### src/rtl/axi_rd_pkg.sv
// Shared types and constants for the two-master AXI4 read-channel arbiter.
package axi_rd_pkg;

    typedef enum logic [1:0] {
        IDLE = 2'd0,
        ADDR = 2'd1,
        DATA = 2'd2
    } state_e;

    localparam logic GNT_M0 = 1'b0;
    localparam logic GNT_M1 = 1'b1;

    localparam logic [1:0] AXI_RESP_OKAY   = 2'b00;
    localparam logic [1:0] AXI_RESP_SLVERR = 2'b10;

endpackage

### src/rtl/axi_rd_arb_pick.sv
// Grant decision for the read arbiter. AXI_RD_ARB_RR_EN selects round-robin on
// contention; otherwise m1 always beats m0.
module axi_rd_arb_pick
    import axi_rd_pkg::*;
(
    input  logic [1:0] req,
    input  logic       last_grant,
    output logic       gnt_idx,
    output logic       gnt_vld
);

    always_comb begin
        gnt_vld = |req;
        gnt_idx = GNT_M0;
`ifdef AXI_RD_ARB_RR_EN
        // On contention the master that did not win last time goes first.
        if (&req)
            gnt_idx = ~last_grant;
        else if (req[1])
            gnt_idx = GNT_M1;
`else
        if (req[1])
            gnt_idx = GNT_M1;
`endif
    end

`ifndef AXI_RD_ARB_RR_EN
    logic unused_last_grant;
    assign unused_last_grant = last_grant;
`endif

endmodule

### src/rtl/axi_rd_arbiter.sv
// Two-master to one-slave AXI4 read arbiter (AR/R), one grant per burst.
// Build option AXI_RD_ARB_RR_EN: round-robin instead of fixed m1-over-m0 priority.
module axi_rd_arbiter
    import axi_rd_pkg::*;
#(
    parameter int ADDR_W = 32,
    parameter int DATA_W = 32,
    parameter int LEN_W  = 8
) (
    input  logic              clock,
    input  logic              rst_n_sync,
    input  logic              m0_arvalid,
    output logic              m0_arready,
    input  logic [ADDR_W-1:0] m0_araddr,
    input  logic [LEN_W-1:0]  m0_arlen,
    output logic              m0_rvalid,
    input  logic              m0_rready,
    output logic [DATA_W-1:0] m0_rdata,
    output logic [1:0]        m0_rresp,
    output logic              m0_rlast,
    input  logic              m1_arvalid,
    output logic              m1_arready,
    input  logic [ADDR_W-1:0] m1_araddr,
    input  logic [LEN_W-1:0]  m1_arlen,
    output logic              m1_rvalid,
    input  logic              m1_rready,
    output logic [DATA_W-1:0] m1_rdata,
    output logic [1:0]        m1_rresp,
    output logic              m1_rlast,
    output logic              s_arvalid,
    input  logic              s_arready,
    output logic [ADDR_W-1:0] s_araddr,
    output logic [LEN_W-1:0]  s_arlen,
    input  logic              s_rvalid,
    output logic              s_rready,
    input  logic [DATA_W-1:0] s_rdata,
    input  logic [1:0]        s_rresp,
    input  logic              s_rlast,
    output logic              o_busy,
    output logic              o_err
);

    state_e           state_q, state_d;
    logic             gnt_q, gnt_d;
    logic [LEN_W-1:0] len_q, len_d;
    logic [LEN_W:0]   beat_cnt_q, beat_cnt_d;
    logic             err_q, err_d;

    logic             last_grant;
    logic             pick_idx, pick_vld;
    logic             r_hs;

`ifdef AXI_RD_ARB_RR_EN
    logic last_grant_q, last_grant_d;
    assign last_grant = last_grant_q;
`else
    assign last_grant = 1'b0;
`endif

    axi_rd_arb_pick u_pick (
        .req        ({m1_arvalid, m0_arvalid}),
        .last_grant (last_grant),
        .gnt_idx    (pick_idx),
        .gnt_vld    (pick_vld)
    );

    // Channel routing is purely a function of state and grantee, so an
    // asynchronous reset silences every output in the same instant.
    always_comb begin
        m0_arready = 1'b0;
        m1_arready = 1'b0;
        m0_rvalid  = 1'b0;
        m1_rvalid  = 1'b0;
        m0_rdata   = '0;
        m1_rdata   = '0;
        m0_rresp   = '0;
        m1_rresp   = '0;
        m0_rlast   = 1'b0;
        m1_rlast   = 1'b0;
        s_arvalid  = 1'b0;
        s_araddr   = '0;
        s_arlen    = '0;
        s_rready   = 1'b0;
        case (state_q)
            ADDR: begin
                s_arvalid = 1'b1;
                if (gnt_q == GNT_M1) begin
                    s_araddr   = m1_araddr;
                    s_arlen    = m1_arlen;
                    m1_arready = s_arready;
                end else begin
                    s_araddr   = m0_araddr;
                    s_arlen    = m0_arlen;
                    m0_arready = s_arready;
                end
            end
            DATA: begin
                if (gnt_q == GNT_M1) begin
                    s_rready  = m1_rready;
                    m1_rvalid = s_rvalid;
                    m1_rdata  = s_rdata;
                    m1_rresp  = s_rresp;
                    m1_rlast  = s_rlast;
                end else begin
                    s_rready  = m0_rready;
                    m0_rvalid = s_rvalid;
                    m0_rdata  = s_rdata;
                    m0_rresp  = s_rresp;
                    m0_rlast  = s_rlast;
                end
            end
            default: ;
        endcase
    end

    assign r_hs = (state_q == DATA) && s_rvalid && s_rready;

    always_comb begin
        state_d    = state_q;
        gnt_d      = gnt_q;
        len_d      = len_q;
        beat_cnt_d = beat_cnt_q;
        err_d      = err_q;
`ifdef AXI_RD_ARB_RR_EN
        last_grant_d = last_grant_q;
`endif
        case (state_q)
            IDLE: begin
                if (pick_vld) begin
                    gnt_d   = pick_idx;
                    len_d   = (pick_idx == GNT_M1) ? m1_arlen : m0_arlen;
                    state_d = ADDR;
`ifdef AXI_RD_ARB_RR_EN
                    last_grant_d = pick_idx;
`endif
                end
            end
            ADDR: begin
                if (s_arready) begin
                    state_d    = DATA;
                    beat_cnt_d = '0;
                end
            end
            DATA: begin
                if (r_hs) begin
                    if (beat_cnt_q != '1)
                        beat_cnt_d = beat_cnt_q + 1'b1;
                    // RLAST must coincide exactly with the beat numbered arlen.
                    if (s_rlast != (beat_cnt_q == {1'b0, len_q}))
                        err_d = 1'b1;
                    if (s_rlast)
                        state_d = IDLE;
                end
            end
            default: state_d = IDLE;
        endcase
    end

    always_ff @(posedge clock or negedge rst_n_sync) begin
        if (!rst_n_sync) begin
            state_q    <= IDLE;
            gnt_q      <= GNT_M0;
            len_q      <= '0;
            beat_cnt_q <= '0;
            err_q      <= 1'b0;
`ifdef AXI_RD_ARB_RR_EN
            last_grant_q <= GNT_M0;
`endif
        end else begin
            state_q    <= state_d;
            gnt_q      <= gnt_d;
            len_q      <= len_d;
            beat_cnt_q <= beat_cnt_d;
            err_q      <= err_d;
`ifdef AXI_RD_ARB_RR_EN
            last_grant_q <= last_grant_d;
`endif
        end
    end

    assign o_busy = (state_q != IDLE);
    assign o_err  = err_q;

endmodule
### config.mk
export PLATFORM = sky130hd
export DESIGN_NAME = axi_rd_arbiter
export DESIGN_NICKNAME = d
export VERILOG_FILES = /design/src/rtl/axi_rd_pkg.sv /design/src/rtl/axi_rd_arb_pick.sv /design/src/rtl/axi_rd_arbiter.sv
export SDC_FILE = /design/constraint.sdc
export NUM_CORES = 1
export LEC_CHECK = 0
export ABC_AREA = 1
export CAP_MARGIN = 0
export CELL_PAD_IN_SITES_DETAIL_PLACEMENT = 1
export CELL_PAD_IN_SITES_GLOBAL_PLACEMENT = 1
export CORE_MARGIN = 2
export CORE_UTILIZATION = 15
export DETAILED_ROUTE_END_ITERATION = 6
export PLACE_DENSITY_LB_ADDON = 0.2
export SLEW_MARGIN = 20
export SYNTH_ARGS = -nofsm -noshare
export SYNTH_HDL_FRONTEND = slang
export SYNTH_HIERARCHICAL = 1
export SYNTH_SLANG_ARGS = --single-unit
export TNS_END_PERCENT = 100
### constraint.sdc
create_clock -name clock -period 1.9 [get_ports clock]
set_clock_uncertainty 0.1 [all_clocks]
set_input_delay 0.285 -clock clock [delete_from_list [all_inputs] [get_ports clock]]
set_output_delay 0.285 -clock clock [all_outputs]
set_load 0.01 [all_outputs]
# --- Yosys cells after proc, flatten, opt, wreduce, memory -nomap -nowiden ---
# Cells that the tools add are included.
word_totals:
  ff_bits: 21
  inputBits: 123
  out_inout_bits: 118
  elab_cells: 64
op_classes:
  addsub: 1
  n_eq_ne: 10
  muxes: 38
  reduce_logical: 10
ops:
  columns: ["op", "count"]
  rows:
  - ["32-bit two-way mux", 6]
  - ["9-bit two-way mux", 3]
  - ["8-bit two-way mux", 3]
  - ["9-bit case mux with 2 select lines", 1]
  - ["1-bit two-way mux", 16]
  - ["2-bit two-way mux", 8]
  - ["9-bit by 1-bit adder with 9-bit output, second input constant", 1]
  - ["9-bit by 8-bit == test with 1-bit output", 1]
  - ["9-bit inequality test, second input constant", 1]
  - ["2-bit inequality test, second input constant", 4]
  - ["4-bit AND reduction", 2]
  - ["2-bit case mux with 3 select lines", 1]
  - ["2-bit nonzero test", 2]
  - ["3-bit AND reduction", 1]
  - ["2-bit by 1-bit == test with 1-bit output, second input constant", 1]
  - ["2-bit == test, second input constant", 1]
  - ["1-bit logical AND", 2]
  - ["2-bit logical NOT", 1]
  - ["2-bit by 1-bit inequality test with 1-bit output, second input constant", 1]
  - ["2-bit AND reduction", 1]
  - ["2-bit OR reduction", 1]
  - ["1-bit inequality test", 1]

# --- Logic depth before layout (Yosys ltp) ---
# Gate-level depths: netlist of the first run.
logic_depth:
  word_depth: 5
  mapped_depth: 10
  ltp_nobuf: 10

# --- By module ---
# The synthesis of the first run kept the hierarchy.
by_module_without_submodules:
  columns: ["mod", "n_inst", "cells_each", "area_each_um2", "seq_area_each_um2"]
  rows:
  - ["axi_rd_arbiter", 1, 442, 2316.0, 525.5]
  - ["axi_rd_arb_pick", 1, 4, 18.8, 0.0]

# --- Worst setup path after synthesis of the first run ---
# No wires, ideal clock.
synth_timing:
  kind: "register to register"
  from: "reg beat_cnt_q[0]"
  to: "reg beat_cnt_q[0]"
  setup_time_ps: 65
  t_arrival_ps: 1625
  t_required_ps: 1735
  slack_ps: 110
  path_stages_with_launch: 10
  path_buffers: 0
  synth_period_minus_slack_ps: 1790
  path_cell_list: "dfrtp_1 ha_1 nand3_1 nor4_1 ha_1 o21ai_2 inv_2 nor3_4 nand2_1 nand2_1"
synth_between:
  elab_chain_len: 4
  word_cells_on_any_way: 7
  classes_between: "add/sub: 1; eq/ne: 2; mux: 3; reduce/logical: 1"
synth_rtl:
  columns: ["element", "line_no", "rtl"]
  rows:
  - ["start: declaration", "axi_rd_arbiter.sv:46", "logic [LEN_W:0] beat_cnt_q, beat_cnt_d;"]
  - ["start signal: assignment", "axi_rd_arbiter.sv:173", "beat_cnt_q <= beat_cnt_d;"]
  - ["9-bit by 1-bit adder with 9-bit output", "axi_rd_arbiter.sv:147", "beat_cnt_d = beat_cnt_q + 1'b1;"]
  - ["9-bit two-way mux", "axi_rd_arbiter.sv:146", "if (beat_cnt_q != '1)"]
  - ["9-bit two-way mux", "axi_rd_arbiter.sv:145", "if (r_hs) begin"]
  - ["9-bit case mux with 2 select lines", "axi_rd_arbiter.sv:127", "case (state_q)"]
# Several ways; a longest one is shown, not always the timed one. The select of a mux whose other input is x is not followed.
# A chain may end at the register's enable or synchronous reset.

# --- Worst setup path in the final report of the first run ---
layout_timing:
  from: "reg gnt_q"
  to: "out m0_rdata[11]"
layout_between:
  elab_chain_len: 2
layout_rtl:
  columns: ["element", "line_no", "rtl"]
  rows:
  - ["start: declaration", "axi_rd_arbiter.sv:44", "logic gnt_q, gnt_d;"]
  - ["start signal: assignment", "axi_rd_arbiter.sv:171", "gnt_q <= gnt_d;"]
  - ["32-bit two-way mux", "axi_rd_arbiter.sv:98", "if (gnt_q == GNT_M1) begin"]
  - ["32-bit two-way mux", "axi_rd_arbiter.sv:84", "case (state_q)"]
  - ["end: declaration", "axi_rd_arbiter.sv:18", "output logic [DATA_W-1:0] m0_rdata,"]
# Every way passes these cells.

==> out/results.ini, run 1 <==
[grt]
antenna_found_initial = 0
grt_pass1_vias = 3927
grtUsageTotal_pct = 14.2
grt.overflow.total = 0
grt_pass1_wl_mm = 19.1
grt_max_degree = 37

[timing]
slew_violations = 0
hold_viol = 0
finalCritPeriodShare_pct = 98.0
setup_viol = 0
fmax_mhz = 537
min_period_ns = 1.86
timing.hold.ws_ns = 0.285
max-slew-margin-rel_pct = 72.1
worst_slew_pin_slew_ns = 0.419
rsz0062_at_grt = true

[placed_design]
finalWeightedCongestion = 0.737
port_buffers = 240
dp_hpwl_mm = 10.6
place_area_sq_um = 5350
dp.cells = 899

[clock_network]
postCtsHoldBufs = 0
insertion_delay_ns = 0.25
cts-root-buf = clkbuf_16
htree_levels = 1
cts_tree = yes
clkSinkCount = 21
clk_pin_slew_ns = 0.06
cts_buffers = 3
cts.path.max_buffers = 2

[worst_setup_path]
cpMaxStageDelayCell = dfrtp_2
cp-end-kind = output port
r2r_end = beat_cnt_q[7]$_DFFE_PN0P_
crit_family = buffers and inverters
ff2ff_path_depth = 12
worstSetupPathType = reg -> out
critPathMaxStageDelay_ns = 0.44
arrival_ns = 1.48
reg2reg_slack_ns = 0.11
r2r_start = state_q[0]$_DFFE_PN0P_
path_max_fanout = 36
critPathLaunchType = register
crit_buf_inv = 3
crit_required_ns = 1.51
worstPathCellList = inv_4 -> nand2_1 -> buf_12 -> nor2_2 -> clkdlybuf4s15_2

[floorplan]
num_rows = 45
die-area_sq_um = 16600
ios = 241
initial_utilization_pct = 15.3
coreArea_sq_um = 15200
chipWidth_um = 129
die_h_um = 129

[flow_run]
maxCapViolations = 0

[routing]
num_vias = 3754
wl_mm = 12.8
avgRoutedWirePerCell_um = 14.1
drt_iter0_markers = 119
drcViolationCount = 0
drt.antenna.violating_nets = 0
drt_first_pass_iters = 4
viasPerCell = 4.13

[synth]
yosys_warnings = 6
synth.avg_cell_area_sq_um = 5.24
syn_nets = 570
synth_cells = 445
syn-cell-area_sq_um = 2330

[final_layout]
register_area_sq_um = 528
syn2layout_area_growth_pct = 117
drive_above_1_share_pct = 28.7
final_area_sq_um = 5050
antenna_cells = 0
nNetsFinal = 847
finalNonFillerCells = 909
num-fill-cells = 2002
multi_input_area_sq_um = 1530

[pwr]
vdd.ir_drop.worst_mv = 0.469
leakage_nw = 2.76
total_power_w = 0.00499
power_density_nw_per_um2 = 989

[min_path]
min_path_type = in -> async

[outcome]
status = completed

worst reg2reg max path: cells and delay by family (launching register included):
| family | cells | cell delay, ns |
|---|---|---|
| DFF | 1 | 0.36 |
| and+or+nand+nor | 4 | 0.41 |
| buffers and inverters | 7 | 0.79 |
| AOI/OAI and AO/OA | 1 | 0.07 |
flip-flops by register name, summed over array words and instances, names as in the netlist:
register and flops:
beat_cnt_q 9, gnt_q 1, len_q 8, o_err 1, state_q 2
cells in the final DEF, fill, tap and decap left out, drive strengths merged, types with 5 or more instances in the layout:
| cell | count |
|---|---|
| nand2 | 143 |
| nand3 | 8 |
| clkbuf | 41 |
| nor2 | 98 |
| o21ai | 18 |
| clkdlybuf4s50 | 123 |
| xor2 | 5 |
| dfrtp | 21 |
| inv | 74 |
| buf | 126 |
| a21oi | 41 |
| o211ai | 6 |
how the worst max path moves through the flow:
stage | start | to | slack (ns) | depth (start not counted)
final | gnt_q$_DFFE_PN0P_ | m0_rdata[11] | 0.04 | 5
after global routing | state_q[0]$_DFFE_PN0P_ | m0_rdata[11] | -0.07 | 7
after CTS | state_q[0]$_DFFE_PN0P_ | m1_rdata[1] | -0.08 | 7
after detailed placement | m0_rready | beat_cnt_q[0]$_DFFE_PN0P_ | -0.12 | 11
after global placement | gnt_q$_DFFE_PN0P_ | m0_rdata[2] | -0.12 | 5
after floorplan | beat_cnt_q[0]$_DFFE_PN0P_ | beat_cnt_q[0]$_DFFE_PN0P_ | 0.11 | 9
per-layer routing:
metal  wire length (um)  GRT usage (%)  vias up  part of all wire, %
li1                   -              -     1890                    -
met1               4950           15.2     1716                   38
met2               6880           28.8      136                   54
met3                814           2.66       12                  6.3
met4                210           2.88        0                  1.6
met5                  0              0        -                    0
area by class of cell:
cell class | instances | area share, %
Timing Repair Buffer | 293 | 47.4
Multi-Input combinational cell | 329 | 30.4
Sequential cell | 21 | 10.5
Inverter | 74 | 5.55
Tap cell | 188 | 4.66
Clock buffer | 3 | 1.49
Clock inverter | 1 | 0.0991
per-stage QoR:
stage	util (%)	TNS, ns	setup slack [ns]
after detailed placement	35.2	-7.28	-0.119
after CTS	34.3	-0.155	-0.0779
after global routing	33.2	-0.216	-0.0662
final	33.2	0	0.0384
after global placement	35.2	-5.93	-0.122
after floorplan	-	0	0.110
power by group:
group / total [W] / switching, W / leakage, nW / internal (W)
Sequential: 0.000675 / 0.0000985 / 0.265 / 0.000576
Clock: 0.000449 / 0.000166 / 0.0409 / 0.000283
Combinational: 0.00387 / 0.00214 / 2.46 / 0.00173
what timing repair did:
action | CTS | global route
pin swaps | 1 | 5
resized for setup | 362 | 91
setup endpoints to repair | 126 | 122
cloned | 1 | 1
setup buffers | 2 | 2
(Power assumes the default switching activity.)
==> inputs of run 2 (changes only) <==
- ABC_CLOCK_PERIOD_IN_PS: default -> 1900
==> results of run 2 <==
Same layout as run 1: the final DEF is identical, and so are final timing and power.
